**src/rtl/bubble_sort_controller_pkg.sv**
```systemverilog
// Shared state encodings for the in-place bubble sort sequencer.
// The raw constants stay available for older code that compares against plain vectors.
package bubble_sort_pkg;

   localparam logic [2:0] ST_IDLE    = 3'd0;
   localparam logic [2:0] ST_COMPARE = 3'd1;
   localparam logic [2:0] ST_SWAP_LO = 3'd2;
   localparam logic [2:0] ST_SWAP_HI = 3'd3;
   localparam logic [2:0] ST_NEXT    = 3'd4;
   localparam logic [2:0] ST_DONE    = 3'd5;

   typedef enum logic [2:0] {
      IDLE    = ST_IDLE,
      COMPARE = ST_COMPARE,
      SWAP_LO = ST_SWAP_LO,
      SWAP_HI = ST_SWAP_HI,
      NEXT    = ST_NEXT,
      DONE    = ST_DONE
   } sort_state_t;

endpackage

```
**src/rtl/bubble_sort_controller_if.sv**
```systemverilog
// Register-file side of the sorter: two combinational read ports and one write port.
interface bubble_sort_controller_if #(
   parameter int k  = 32,
   parameter int aw = 2
);

   logic [aw-1:0] rd_sel_a;
   logic [aw-1:0] rd_sel_b;
   logic [k-1:0]  rd_data_a;
   logic [k-1:0]  rd_data_b;
   logic          wr_en;
   logic [aw-1:0] wr_sel;
   logic [k-1:0]  wr_data;

   modport master (
      output rd_sel_a, rd_sel_b, wr_en, wr_sel, wr_data,
      input  rd_data_a, rd_data_b
   );

   modport slave (
      input  rd_sel_a, rd_sel_b, wr_en, wr_sel, wr_data,
      output rd_data_a, rd_data_b
   );

endinterface

```
**src/rtl/bubble_sort_fsm.sv**
```systemverilog
// Bubble sort sequencer: walks pair index j across shrinking passes and
// ends early once a pass completes without a swap.
module bubble_sort_fsm
   import bubble_sort_pkg::*;
#(
   parameter int k  = 32,
   parameter int N  = 4,
   parameter int AW = $clog2(N)
) (
   input  logic          clock,
   input  logic          reset,
   input  logic          start,
   input  logic [k-1:0]  rdDataA,
   input  logic [k-1:0]  rdDataB,
   output logic [AW-1:0] j,
   output logic [AW-1:0] jPlus1,
   output logic          idle,
   output logic          compare,
   output logic          swapLo,
   output logic          swapHi,
   output logic          busy,
   output logic          done
);

   localparam logic [AW-1:0] LAST_J = AW'(N - 2);

   sort_state_t   state;
   logic [AW-1:0] pass;
   logic          swapped;
   logic          endOfPass;

   assign endOfPass = (j == (LAST_J - pass));
   assign jPlus1    = j + AW'(1);

   // Sequencing: each compare either swaps (two write cycles) or goes straight to NEXT,
   // and NEXT decides between another pair, another pass, or finishing
   always_ff @(posedge clock) begin
      if (reset) begin
         state   <= IDLE;
         j       <= '0;
         pass    <= '0;
         swapped <= 1'b0;
      end else begin
         case (state)
            IDLE: begin
               if (start) begin
                  j       <= '0;
                  pass    <= '0;
                  swapped <= 1'b0;
                  state   <= COMPARE;
               end
            end
            COMPARE: begin
               if (rdDataA > rdDataB) begin
                  swapped <= 1'b1;
                  state   <= SWAP_LO;
               end else begin
                  state <= NEXT;
               end
            end
            SWAP_LO: state <= SWAP_HI;
            SWAP_HI: state <= NEXT;
            NEXT: begin
               if (endOfPass) begin
                  if (!swapped || pass == LAST_J) begin
                     state <= DONE;
                  end else begin
                     pass    <= pass + AW'(1);
                     j       <= '0;
                     swapped <= 1'b0;
                     state   <= COMPARE;
                  end
               end else begin
                  j     <= jPlus1;
                  state <= COMPARE;
               end
            end
            DONE:    state <= IDLE;
            default: state <= IDLE;
         endcase
      end
   end

   // Strobes are masked while reset is held so nothing reaches the register file mid-abort
   always_comb begin
      idle    = !reset && (state == IDLE);
      compare = !reset && (state == COMPARE);
      swapLo  = !reset && (state == SWAP_LO);
      swapHi  = !reset && (state == SWAP_HI);
      busy    = !reset && (state != IDLE);
      done    = !reset && (state == DONE);
   end

endmodule

```
**src/rtl/data_register.sv**
```systemverilog
// Plain enabled register with synchronous active-high clear.
module DataRegister #(
   parameter int W = 32
) (
   input  logic         clock,
   input  logic         reset,
   input  logic         en,
   input  logic [W-1:0] d,
   output logic [W-1:0] q
);

   // Clear wins over load so an aborted sort leaves no stale operand behind
   always_ff @(posedge clock) begin
      if (reset)
         q <= '0;
      else if (en)
         q <= d;
   end

endmodule

```
**src/rtl/bubble_sort_controller.sv**
```systemverilog
// Sorts an N-entry register file in place and shares its write port with the
// host, which owns it only while the sorter is idle.
module bubble_sort_controller
   import bubble_sort_pkg::*;
#(
   parameter  int k  = 32,
   parameter  int N  = 4,
   localparam int AW = $clog2(N)
) (
   input  logic                     clock,
   input  logic                     reset,
   input  logic                     start,
   input  logic                     host_wr_en,
   input  logic [AW-1:0]            host_addr,
   input  logic [k-1:0]             host_data,
   bubble_sort_controller_if.master rf,
   output logic                     busy,
   output logic                     done
);

   logic [AW-1:0] j;
   logic [AW-1:0] jPlus1;
   logic          idle;
   logic          compare;
   logic          swapLo;
   logic          swapHi;
   logic [k-1:0]  aTmp;
   logic [k-1:0]  bTmp;

   bubble_sort_fsm #(.k(k), .N(N), .AW(AW)) u_fsm (
      .clock   (clock),
      .reset   (reset),
      .start   (start),
      .rdDataA (rf.rd_data_a),
      .rdDataB (rf.rd_data_b),
      .j       (j),
      .jPlus1  (jPlus1),
      .idle    (idle),
      .compare (compare),
      .swapLo  (swapLo),
      .swapHi  (swapHi),
      .busy    (busy),
      .done    (done)
   );

   DataRegister #(.W(k)) u_aTmp (
      .clock (clock),
      .reset (reset),
      .en    (compare),
      .d     (rf.rd_data_a),
      .q     (aTmp)
   );

   DataRegister #(.W(k)) u_bTmp (
      .clock (clock),
      .reset (reset),
      .en    (compare),
      .d     (rf.rd_data_b),
      .q     (bTmp)
   );

   // Port arbitration: the host path is live only in IDLE; a swap writes the latched
   // operands back crossed over, low slot first
   always_comb begin
      rf.rd_sel_a = '0;
      rf.rd_sel_b = '0;
      rf.wr_en    = 1'b0;
      rf.wr_sel   = '0;
      rf.wr_data  = '0;
      if (idle) begin
         rf.rd_sel_a = host_addr;
         rf.wr_en    = host_wr_en;
         rf.wr_sel   = host_addr;
         rf.wr_data  = host_data;
      end else if (compare) begin
         rf.rd_sel_a = j;
         rf.rd_sel_b = jPlus1;
      end else if (swapLo) begin
         rf.wr_en   = 1'b1;
         rf.wr_sel  = j;
         rf.wr_data = bTmp;
      end else if (swapHi) begin
         rf.wr_en   = 1'b1;
         rf.wr_sel  = jPlus1;
         rf.wr_data = aTmp;
      end
   end

endmodule

```
**src/flat_wrapper.sv**
```systemverilog
// flat-port wrapper written by rule: the top's interface ports become plain ports
module bubble_sort_controller_flat import bubble_sort_pkg::*;
#(
   parameter  int k  = 32,
   parameter  int N  = 4,
   localparam int AW = $clog2(N)
)
  (clock, reset, start, host_wr_en, host_addr, host_data, busy, done, rf_rd_sel_a, rf_rd_sel_b, rf_wr_en, rf_wr_sel, rf_wr_data, rf_rd_data_a, rf_rd_data_b);
  bubble_sort_controller_if #(.k(k), .aw(2)) rf_i ();
  input  logic clock;
  input  logic reset;
  input  logic start;
  input  logic host_wr_en;
  input  logic [AW-1:0] host_addr;
  input  logic [k-1:0] host_data;
  output logic busy;
  output logic done;
  output wire logic [$bits(rf_i.rd_sel_a)-1:0] rf_rd_sel_a;
  output wire logic [$bits(rf_i.rd_sel_b)-1:0] rf_rd_sel_b;
  output wire logic [$bits(rf_i.wr_en)-1:0] rf_wr_en;
  output wire logic [$bits(rf_i.wr_sel)-1:0] rf_wr_sel;
  output wire logic [$bits(rf_i.wr_data)-1:0] rf_wr_data;
  input wire logic [$bits(rf_i.rd_data_a)-1:0] rf_rd_data_a;
  input wire logic [$bits(rf_i.rd_data_b)-1:0] rf_rd_data_b;
  assign rf_rd_sel_a = rf_i.rd_sel_a;
  assign rf_rd_sel_b = rf_i.rd_sel_b;
  assign rf_wr_en = rf_i.wr_en;
  assign rf_wr_sel = rf_i.wr_sel;
  assign rf_wr_data = rf_i.wr_data;
  assign rf_i.rd_data_a = rf_rd_data_a;
  assign rf_i.rd_data_b = rf_rd_data_b;
  bubble_sort_controller #(.k(k), .N(N)) u_core (.clock(clock), .reset(reset), .start(start), .host_wr_en(host_wr_en), .host_addr(host_addr), .host_data(host_data), .rf(rf_i), .busy(busy), .done(done));
endmodule
```
**config.mk**
```make
export PLATFORM = sky130hd
export DESIGN_NAME = bubble_sort_controller_flat
export DESIGN_NICKNAME = d
export VERILOG_FILES = /design/src/rtl/bubble_sort_controller_pkg.sv /design/src/rtl/bubble_sort_controller_if.sv /design/src/rtl/bubble_sort_fsm.sv /design/src/rtl/data_register.sv /design/src/rtl/bubble_sort_controller.sv /design/src/flat_wrapper.sv
export SDC_FILE = /design/constraint.sdc
export NUM_CORES = 1
export LEC_CHECK = 0
export BUFFER_PORTS_ARGS = -buffer_cell sky130_fd_sc_hd__buf_2
export CAP_MARGIN = 0
export CORE_UTILIZATION = 23
export CTS_CLUSTER_DIAMETER = 80
export DETAILED_ROUTE_END_ITERATION = 6
export PLACE_DENSITY = 0.53
export SLEW_MARGIN = 5
export SYNTH_ARGS = -nofsm -noshare
export SYNTH_HDL_FRONTEND = slang
export SYNTH_SLANG_ARGS = --single-unit
```
**constraint.sdc**
```tcl
create_clock -name clock -period 2.3 [get_ports clock]
set_input_delay 0.115 -clock clock [delete_from_list [all_inputs] [get_ports clock]]
set_output_delay 0.115 -clock clock [all_outputs]
set_load 0.02 [all_outputs]
```
* Word level (Yosys, flattened, before mapping)
Index checks and enable logic that the tools add are counted.
** Cells by class
- Reductions and logical operators :: 16
- Muxes and demuxes :: 33
- Equality and inequality tests :: 12
- $lt $le $gt $ge :: 1
- Add/subtract/negate cells :: 3
** Operators with widths (number)
- 2-to-1 mux 32 bit :: 4
- greater-than comparator 32 bit :: 1
- 2-to-1 mux 2 bit :: 13
- case mux 3 bit (5 select lines) :: 1
- 2-to-1 mux 3 bit :: 4
- 2-to-1 mux 1 bit :: 8
- inequality test 2 bit, second input constant :: 4
- case mux 2 bit (2 select lines) :: 2
- == test 3 x 2 -> 1 bit, second input constant :: 2
- == test 3 bit, second input constant :: 2
- logical AND 1 bit :: 6
- nonzero test 3 bit :: 2
- AND reduction 5 bit :: 1
- adder 2 x 1 -> 2 bit, second input constant :: 2
- AND reduction 4 bit :: 1
- == test 3 x 1 -> 1 bit, second input constant :: 1
- logical NOT 3 bit :: 1
- inequality test 3 bit, second input constant :: 1
- case mux 1 bit (3 select lines) :: 1
- AND reduction 3 bit :: 1
- == test 2 bit :: 1
- == test 2 bit, second input constant :: 1
- logical NOT 1 bit :: 2
- nonzero test 2 bit :: 1
- other kinds (2) :: 2
** Word-level totals
- Input bits :: 102
- Bits in registers :: 72
- Output and inout port bits :: 41

* Depth between registers and ports, before layout
Gate-level depths: netlist (run 1).
- Depth in word-level cells :: 6
- Mapped depth :: 8
- Mapped depth without buffers :: 8

* Hierarchy
From an unflattened synthesis (run 1), not the netlist that was laid out.
** Unflattened totals
- Cells, all modules :: 548
- Area, all modules :: 4996.0 µm²
** By module, submodules not included
- DataRegister :: cells each 103, area each 1163.6 µm², times used 2
- bubble_sort_controller :: cells each 167, area each 1387.6 µm², times used 1
- bubble_sort_fsm :: cells each 175, area each 1281.2 µm², times used 1

* Least setup slack after synthesis (run 1)
Ideal clock, no wire load.
- Path kind :: register to output
- Start point :: reg u_core.u_fsm.state[0]
- End point :: out rf_rd_sel_a[0]
- Cell stages (with the launch flop) :: 5
- Slack :: 0.274 ns
- Required time :: 2.185 ns
- Buffers on the path :: 2
- Data arrival time :: 1.911 ns
- Cells stage by stage :: dfxtp_1 -> clkbuf_1 -> buf_2 -> nand2_1 -> a2111oi_0
** Between the ends
- Longest elaborated chain between the ends :: 4
- Elaborated cells between the ends (all ways) :: 6
** RTL lines
- from (decl) :: RTL line bubble_sort_fsm.sv:27 : sort_state_t state;
- from (signal assigned) :: RTL line bubble_sort_fsm.sv:39 : state <= IDLE;
- from (signal assigned) :: RTL line bubble_sort_fsm.sv:50 : state <= COMPARE;
- from (signal assigned) :: RTL line bubble_sort_fsm.sv:56 : state <= SWAP_LO;
- == test 3 x 1 -> 1 bit :: RTL line bubble_sort_fsm.sv:87 : compare = !reset && (state == COMPARE);
- logical AND 1 bit :: RTL line bubble_sort_fsm.sv:87
- 2-to-1 mux 2 bit :: RTL line bubble_sort_controller.sv:75 : end else if (compare) begin
- 2-to-1 mux 2 bit (*) :: RTL line bubble_sort_controller.sv:70 : if (idle) begin
- to (decl) :: RTL line flat_wrapper.sv:18 : output wire logic [$bits(rf_i.rd_sel_a)-1:0] rf_rd_sel_a;
Mark *: on every way between the ends. The rest lies on a longest branch, timed or not.

* Worst setup path in the final report (run 1)
- Start point :: reg u_core.u_fsm.state[1]
- End point :: out rf_wr_data[31]
** Between the ends
- Longest elaborated chain between the ends :: 6
- Elaborated cells between the ends (all ways) :: 12
** RTL lines
- == test 3 x 2 -> 1 bit :: RTL line bubble_sort_fsm.sv:89 : swapHi = !reset && (state == SWAP_HI);
- logical AND 1 bit :: RTL line bubble_sort_fsm.sv:89
- 2-to-1 mux 32 bit :: RTL line bubble_sort_controller.sv:82 : end else if (swapHi) begin
- 2-to-1 mux 32 bit :: RTL line bubble_sort_controller.sv:78 : end else if (swapLo) begin
- 2-to-1 mux 32 bit :: RTL line bubble_sort_controller.sv:75
- 2-to-1 mux 32 bit (*) :: RTL line bubble_sort_controller.sv:70
- to (decl) :: RTL line flat_wrapper.sv:22 : output wire logic [$bits(rf_i.wr_data)-1:0] rf_wr_data;
Marked as above.

==> flow_metrics.py, run 1 <==
metrics = {
    "yosys": {
        "netlist_area_sq_mm": 0.00427,
        "syn_nets": 715,
        "synth_edf_count": 0,
        "syn_avg_cell_area_sq_um": 7.37,
        "synth_ff_type": "dfxtp_1",
        "synth_top_area_frac": 0.337,
        "yosysSeqAreaShare": 0.337,
        "syn_inst": 580,
        "synth.largest_area_cell": "dfxtp_1",
        "ys.warnings.count": 0,
        "ys_types": 43,
        "synthArstFlopShare": 0,
        "ys_top_cells_by_area": "dfxtp_1 34%, nand2_1 15%, ha_1 9.7%",
        "synth-seq-cells": 72,
    },
    "critical_path": {
        "reg2reg_setup_slack_ns": 0.41,
        "r2r_cells": 7,
        "reg2reg_to": "u_core.u_fsm.swapped",
        "start_kind": "register",
        "worst_ep_arrival_time_ns": 1.97,
        "worstPathMaxFanout": 19,
        "reg2reg_from": "u_core.u_fsm.pass[0]",
        "end_kind": "primary output",
        "path_class": "reg2out",
        "crit_required_ns": 2.18,
    },
    "floorplanning": {
        "initial_core_util": 0.236,
        "die_area_sq_mm": 0.0191,
        "die_x_um": 138,
        "core_sq_mm": 0.0181,
        "row_count": 49,
        "io-pin-count": 143,
        "die_h_um": 138,
    },
    "placed_design": {
        "routabilityCongestion": 0.773,
        "io_buffer_count": 142,
        "dp_hpwl_mm": 9.54,
        "place_area_sq_mm": 0.00524,
    },
    "cts": {
        "path_clk_slew_ns": 0.05,
        "clockRootBuffer": "clkbuf_16",
        "numCtsBuffers": 9,
        "cts.path.max_buffers": 2,
        "cts_hold_repair.buffers": 0,
        "cts_num_sinks": 72,
        "htreeDepth": 3,
        "cts_tree": "done",
        "insertion_delay_ns": 0.34,
    },
    "sta": {
        "final.setup.tns_ns": 0,
        "hold_violations": 0,
        "max_freq_mhz": 481,
        "fin_skew_ns": 0.00394,
        "rsz0062_at_grt": "no",
        "tightest_slew_ns": 0.525,
        "max-slew-margin-rel": 0.650,
        "drv_slew": 0,
        "setup_viol": 0,
        "period_share": 0.904,
        "period_minus_slack_ns": 2.08,
        "fin_hold_ws_ns": 0.0212,
    },
    "final_layout": {
        "drive_above_1_share": 0.253,
        "seq_area_sq_mm": 0.00144,
        "layout-area-overhead-vs-synth_pct": 29.0,
        "final_nets": 843,
        "multiInputGateArea_sq_mm": 0.00253,
        "utilization": 0.305,
        "fillers": 1965,
        "fin_area_sq_mm": 0.00551,
    },
    "hold_path": {
        "hold_end": "u_core.u_bTmp.q[7]",
        "hold_path_class": "in2reg",
        "min_path_cells": 3,
        "min_from": "rf_rd_data_b[7]",
    },
    "status": {
        "outcome": "finished with violations",
        "violations": "design-rule violations",
    },
    "power": {
        "clkPwrFrac": 0.375,
        "power.leakage_nw": 2.41,
        "power_frac_seq": 0.397,
        "p_sw_mw": 1.04,
        "vdd_drop_max_mv": 0.364,
        "p_per_area_mw_per_mm2": 628,
        "internal-power_mw": 2.42,
        "switching_share": 0.300,
        "comb_power_share": 0.228,
    },
    "drt": {
        "wire_per_inst_um": 13.5,
        "drcViolationCount": 24,
        "drt_iter0_drc": 135,
        "vias": 4166,
        "totalWireLength_mm": 12.7,
        "dr.pass1.iters": 6,
        "routed_via_density": 4.42,
        "ant_nets": 0,
    },
    "global_routing": {
        "track_usage": 0.139,
        "grt_overflow": 0,
        "grt_max_degree": 49,
        "grt_first_pass_wirelength_mm": 20.8,
        "antenna_found_initial": 1,
        "grt_pass1_vias": 4001,
    },
    "job": {
        "cap_violations": 0,
    },
}
==> flip-flops by register name (all words and copies together) (netlist names) <==
signal and cells:
u_core.u_fsm.state 3, u_core.u_fsm.pass 2, u_core.u_aTmp.q 32, u_core.u_bTmp.q 32
u_core.u_fsm.swapped 1, u_core.u_fsm.j 2
==> stage by stage <==
| step | setup WS [ns] | power (mW) | instances |
|---|---|---|---|
| after global placement | 0.360 | 2.20 | 926 |
| after global routing | 0.0646 | 3.69 | 941 |
| after floorplan | 0.274 | 1.89 | 580 |
| final | 0.220 | 3.46 | 942 |
| after CTS | 0.142 | 3.53 | 941 |
| after detailed placement | 0.349 | 2.20 | 926 |
==> routing by layer <==
metal,wire (um),track usage,vias up
li1,-,-,2208
met1,6050,0.177,1850
met2,5690,0.225,101
met3,820,0.0454,7
met4,122,0.0373,0
met5,0,0,-
==> kinds of logic (layout without fill, tap and decap cells) <==
group,after synthesis,after routing,share of synthesized area
mux,34,34,0.0796
other cells,0,1,0
fa+ha+maj,33,33,0.0966
xor+xnor,5,5,0.0103
flops,72,72,0.337
simple gates,221,221,0.222
compound gates,139,139,0.183
buf+inv,76,208,0.0715
==> worst max path at each step <==
| stage | startpoint | to | cells after the start | slack, ns |
|---|---|---|---|---|
| after CTS | u_core.u_fsm.state[1] | rf_wr_data[31] | 6 | 0.14 |
| final | u_core.u_fsm.state[1] | rf_wr_data[31] | 6 | 0.22 |
| after global placement | rf_rd_data_b[11] | u_core.u_fsm.swapped | 8 | 0.36 |
| after global routing | u_core.u_fsm.state[1] | rf_wr_data[31] | 6 | 0.06 |
| after floorplan | u_core.u_fsm.state[0] | rf_rd_sel_a[0] | 4 | 0.27 |
| after detailed placement | rf_rd_data_b[1] | u_core.u_fsm.swapped | 9 | 0.35 |
==> synthesized netlist by cell type, types with 2 or more instances <==
master     count
nand4_1        7
a21o_1         3
nand2_1      173
clkbuf_1      19
nor3_1         7
nor2_1        12
o21ai_1       34
or2_1          2
xor2_1         3
o21ai_0        5
xnor2_1        2
a211oi_1       3
dfxtp_1       72
nand2b_1       4
buf_2         16
o21a_1         2
a21oi_1       79
mux2i_1       34
a22oi_1        2
nor4_1         2
nand3_1        5
buf_1          6
ha_1          33
a2111oi_0      2
inv_1         35
==> layout by cell type, fill, tap and decap left out, drive strengths merged <==
cell / n
o22ai: 1
nand2: 173
and2b: 1
o211ai: 1
a211oi: 3
clkbuf: 15
nor3: 8
buf: 158
inv: 35
a2111oi: 4
a22oi: 3
o21ai: 39
o31a: 1
a21o: 3
nand4: 8
nor4: 3
xor2: 3
o31ai: 1
nor2: 12
nand2b: 4
xnor2: 2
or2: 2
nor2b: 1
mux2i: 34
or4: 1
nand3b: 1
or4b: 1
nand3: 5
diode: 1
ha: 33
a211o: 1
a21oi: 79
nor3b: 1
o21a: 2
dfxtp: 72
o221ai: 1
==> worst max-delay path, stage by stage (launching register included) <==
cell and delay (ns):
dfxtp_1 0.42, or2_1 0.39, nor3_4 0.21, buf_6 0.24, nand2_1 0.07, o21ai_1 0.09
buf_2 0.19
==> final cells by class <==
type / count / area share
Multi-Input combinational cell: 432 / 0.460
Sequential cell: 72 / 0.262
Timing Repair Buffer: 158 / 0.154
Tap cell: 229 / 0.0520
Clock buffer: 15 / 0.0486
Inverter: 35 / 0.0238
Antenna cell: 1 / 0.000454
==> power groups by stage <==
| stage | logic (mW) | registers, mW | clock network [mW] |
|---|---|---|---|
| 2_1_floorplan | 0.517 | 1.38 | 0 |
| 3_3_place_gp | 0.798 | 1.40 | 0 |
| 3_5_place_dp | 0.800 | 1.40 | 0 |
| 4_1_cts | 0.804 | 1.37 | 1.35 |
| 5_1_grt | 0.891 | 1.38 | 1.42 |
| 6_report | 0.790 | 1.37 | 1.30 |
==> timing repair <==
| action | CTS | global route |
|---|---|---|
| gates resized for setup | 0 | 1 |
| endpoints found under the setup margin | 0 | 1 |
| setup buffers | 0 | 0 |
| hold endpoints to repair | 0 | 0 |
(Power assumes the default switching activity.)
==> run 2, diff against run 1 <==
==> constraint.sdc (replaced) <==
create_clock -name clock -period 2.3 [get_ports clock]
set_input_delay 0.115 -clock clock [delete_from_list [all_inputs] [get_ports clock]]
set_output_delay 0.115 -clock clock [all_outputs]
set_load 0.1 [all_outputs]
==> run 2 against run 1 <==
- final area up 7.7%
- clock skew up 0.00070 ns
- the run still ends with design-rule violations left
- largest power group is now the clock network
- combinational power rose by 58%
- clock power increased by 9%
- critical endpoint is now rf_rd_sel_b[0]
- power up 17%
- non-clock buffer count fell by 6
==> flow_metrics.py, run 2 (synthesis gave the netlist of run 1 again) <==
metrics = {
    "sta": {
        "max-slew-margin-rel": 0.651,
        "fin_skew_ns": 0.00463,
        "tightest_slew_ns": 0.524,
        "setup_viol": 0,
        "period_minus_slack_ns": 2.09,
        "rsz0062_at_grt": "no",
        "period_share": 0.909,
        "hold_violations": 0,
        "drv_slew": 0,
        "fin_hold_ws_ns": 0.0240,
        "max_freq_mhz": 479,
        "fin_ws_ns": 0.210,
    },
    "drt": {
        "totalWireLength_mm": 12.6,
        "drt_iter0_drc": 174,
        "ant_nets": 0,
        "wire_per_inst_um": 13.5,
        "dr.pass1.iters": 6,
        "routed_via_density": 4.46,
        "drcViolationCount": 28,
        "vias": 4182,
    },
    "floorplanning": {
        "die_area_sq_mm": 0.0191,
        "initial_core_util": 0.236,
        "io-pin-count": 143,
        "row_count": 49,
        "core_sq_mm": 0.0181,
        "die_x_um": 138,
        "die_h_um": 138,
    },
    "final_layout": {
        "final_cell_mix": "172 x nand2_1, 125 x buf_2, 79 x a21oi_1, 71 x dfxtp_1, 35 x inv_1",
        "mostFrequentLayoutCell": "nand2_1",
        "layout-area-overhead-vs-synth_pct": 38.9,
        "reg_top3": "u_core.u_aTmp.q x32, u_core.u_bTmp.q x32, u_core.u_fsm.state x3",
        "drive_above_1_share": 0.303,
        "final_nets": 837,
    },
    "critical_path": {
        "worst_ep_arrival_time_ns": 1.97,
        "critPathMaxStageDelay_ns": 0.38,
        "crit_required_ns": 2.18,
        "path_common_cell": "buf_12",
        "worstPathMaxFanout": 41,
        "start_kind": "register",
        "critPathTopFamily": "simple AND/OR/NAND/NOR gates",
        "cp_num_cells": 5,
        "path_class": "reg2out",
        "r2r_cells": 7,
        "crit_buf_inv": 2,
        "path_cells": "buf_12, nand2b_1, or2_2, nor3_2, buf_12",
        "end_kind": "primary output",
        "critPathSlowestCell": "or2_2",
    },
    "placed_design": {
        "dpl_worst_slack_ns": 0.328,
        "dp_hpwl_mm": 9.12,
        "routabilityCongestion": 0.743,
        "io_buffer_count": 142,
    },
    "cts": {
        "cts_tree": "done",
        "cts_resized": 0,
        "insertion_delay_ns": 0.34,
        "cts_setup_buffers": 0,
        "path_clk_slew_ns": 0.06,
        "clockRootBuffer": "clkbuf_16",
        "cts.path.max_buffers": 2,
        "cts_hold_repair.buffers": 0,
        "cts_num_sinks": 72,
        "numCtsBuffers": 9,
        "htreeDepth": 3,
    },
    "global_routing": {
        "grt_first_pass_wirelength_mm": 20.8,
        "antenna_found_initial": 2,
        "grt_max_degree": 66,
        "track_usage": 0.139,
        "grt_overflow": 0,
        "grt_pass1_vias": 4001,
    },
    "power": {
        "vdd_drop_max_mv": 0.316,
        "p_per_area_mw_per_mm2": 680,
        "power.leakage_nw": 2.54,
    },
    "hold_path": {
        "min_path_cells": 3,
        "hold_path_class": "in2reg",
    },
    "job": {
        "cap_violations": 0,
    },
    "status": {
        "outcome": "finished with violations",
        "violations": "design-rule violations",
    },
}
[run 2: worst register-to-register path, cell delays in order (launching register included)]
cell     delay (ns)
dfxtp_1        0.35
inv_1          0.08
ha_1           0.32
xor2_1         0.16
nor3_1         0.43
o22ai_1        0.14
a22oi_1        0.17
nor2_1         0.05
[run 2: stage by stage]
step                      std cells  TNS (ns)  total power, mW  instance area [sq um]   util
after floorplan                 580    -0.692             2.27                   4430      -
after global placement          920         0             2.65                   5630  0.312
after detailed placement        920         0             2.66                   5630  0.312
after CTS                       936         0             4.11                   5930  0.328
after global routing            936         0             4.26                   5930  0.328
final                           937         0             4.04                   5940  0.328
[run 2: cell type report]
type                       count  area [sq um]
clock inverter                 3          40.0
timing repair buffer         152          1080
fill                        1929         12100
tap                          229           287
sequential                    72          1440
multi-input combinational    432          2700
inverter                      35           131
antenna                        1          2.50
clock buffer                  13           260
[run 2: worst paths after layout]
| check | startpoint | endpoint | slack, ns |
|---|---|---|---|
| max reg2reg | u_core.u_fsm.pass[0] | u_core.u_fsm.pass[1] | 0.47 |
| min reg2reg | u_core.u_bTmp.q[7] | u_core.u_bTmp.q[7] | 0.45 |
| max | u_core.u_fsm.state[0] | rf_rd_sel_b[0] | 0.21 |
| min | rf_rd_data_b[22] | u_core.u_bTmp.q[22] | 0.02 |
[run 2: routing by layer]
layer,track usage,wire [um]
met4,0.0408,123
met3,0.0353,612
met5,0,0
met1,0.181,6090
met2,0.225,5800
[run 2: where the power goes]
group / total [mW] / switching, mW / leakage [nW] / internal [mW]
logic: 1.25 / 0.860 / 1.81 / 0.392
clock network: 1.42 / 0.524 / 0.150 / 0.896
registers: 1.36 / 0.0384 / 0.587 / 1.32
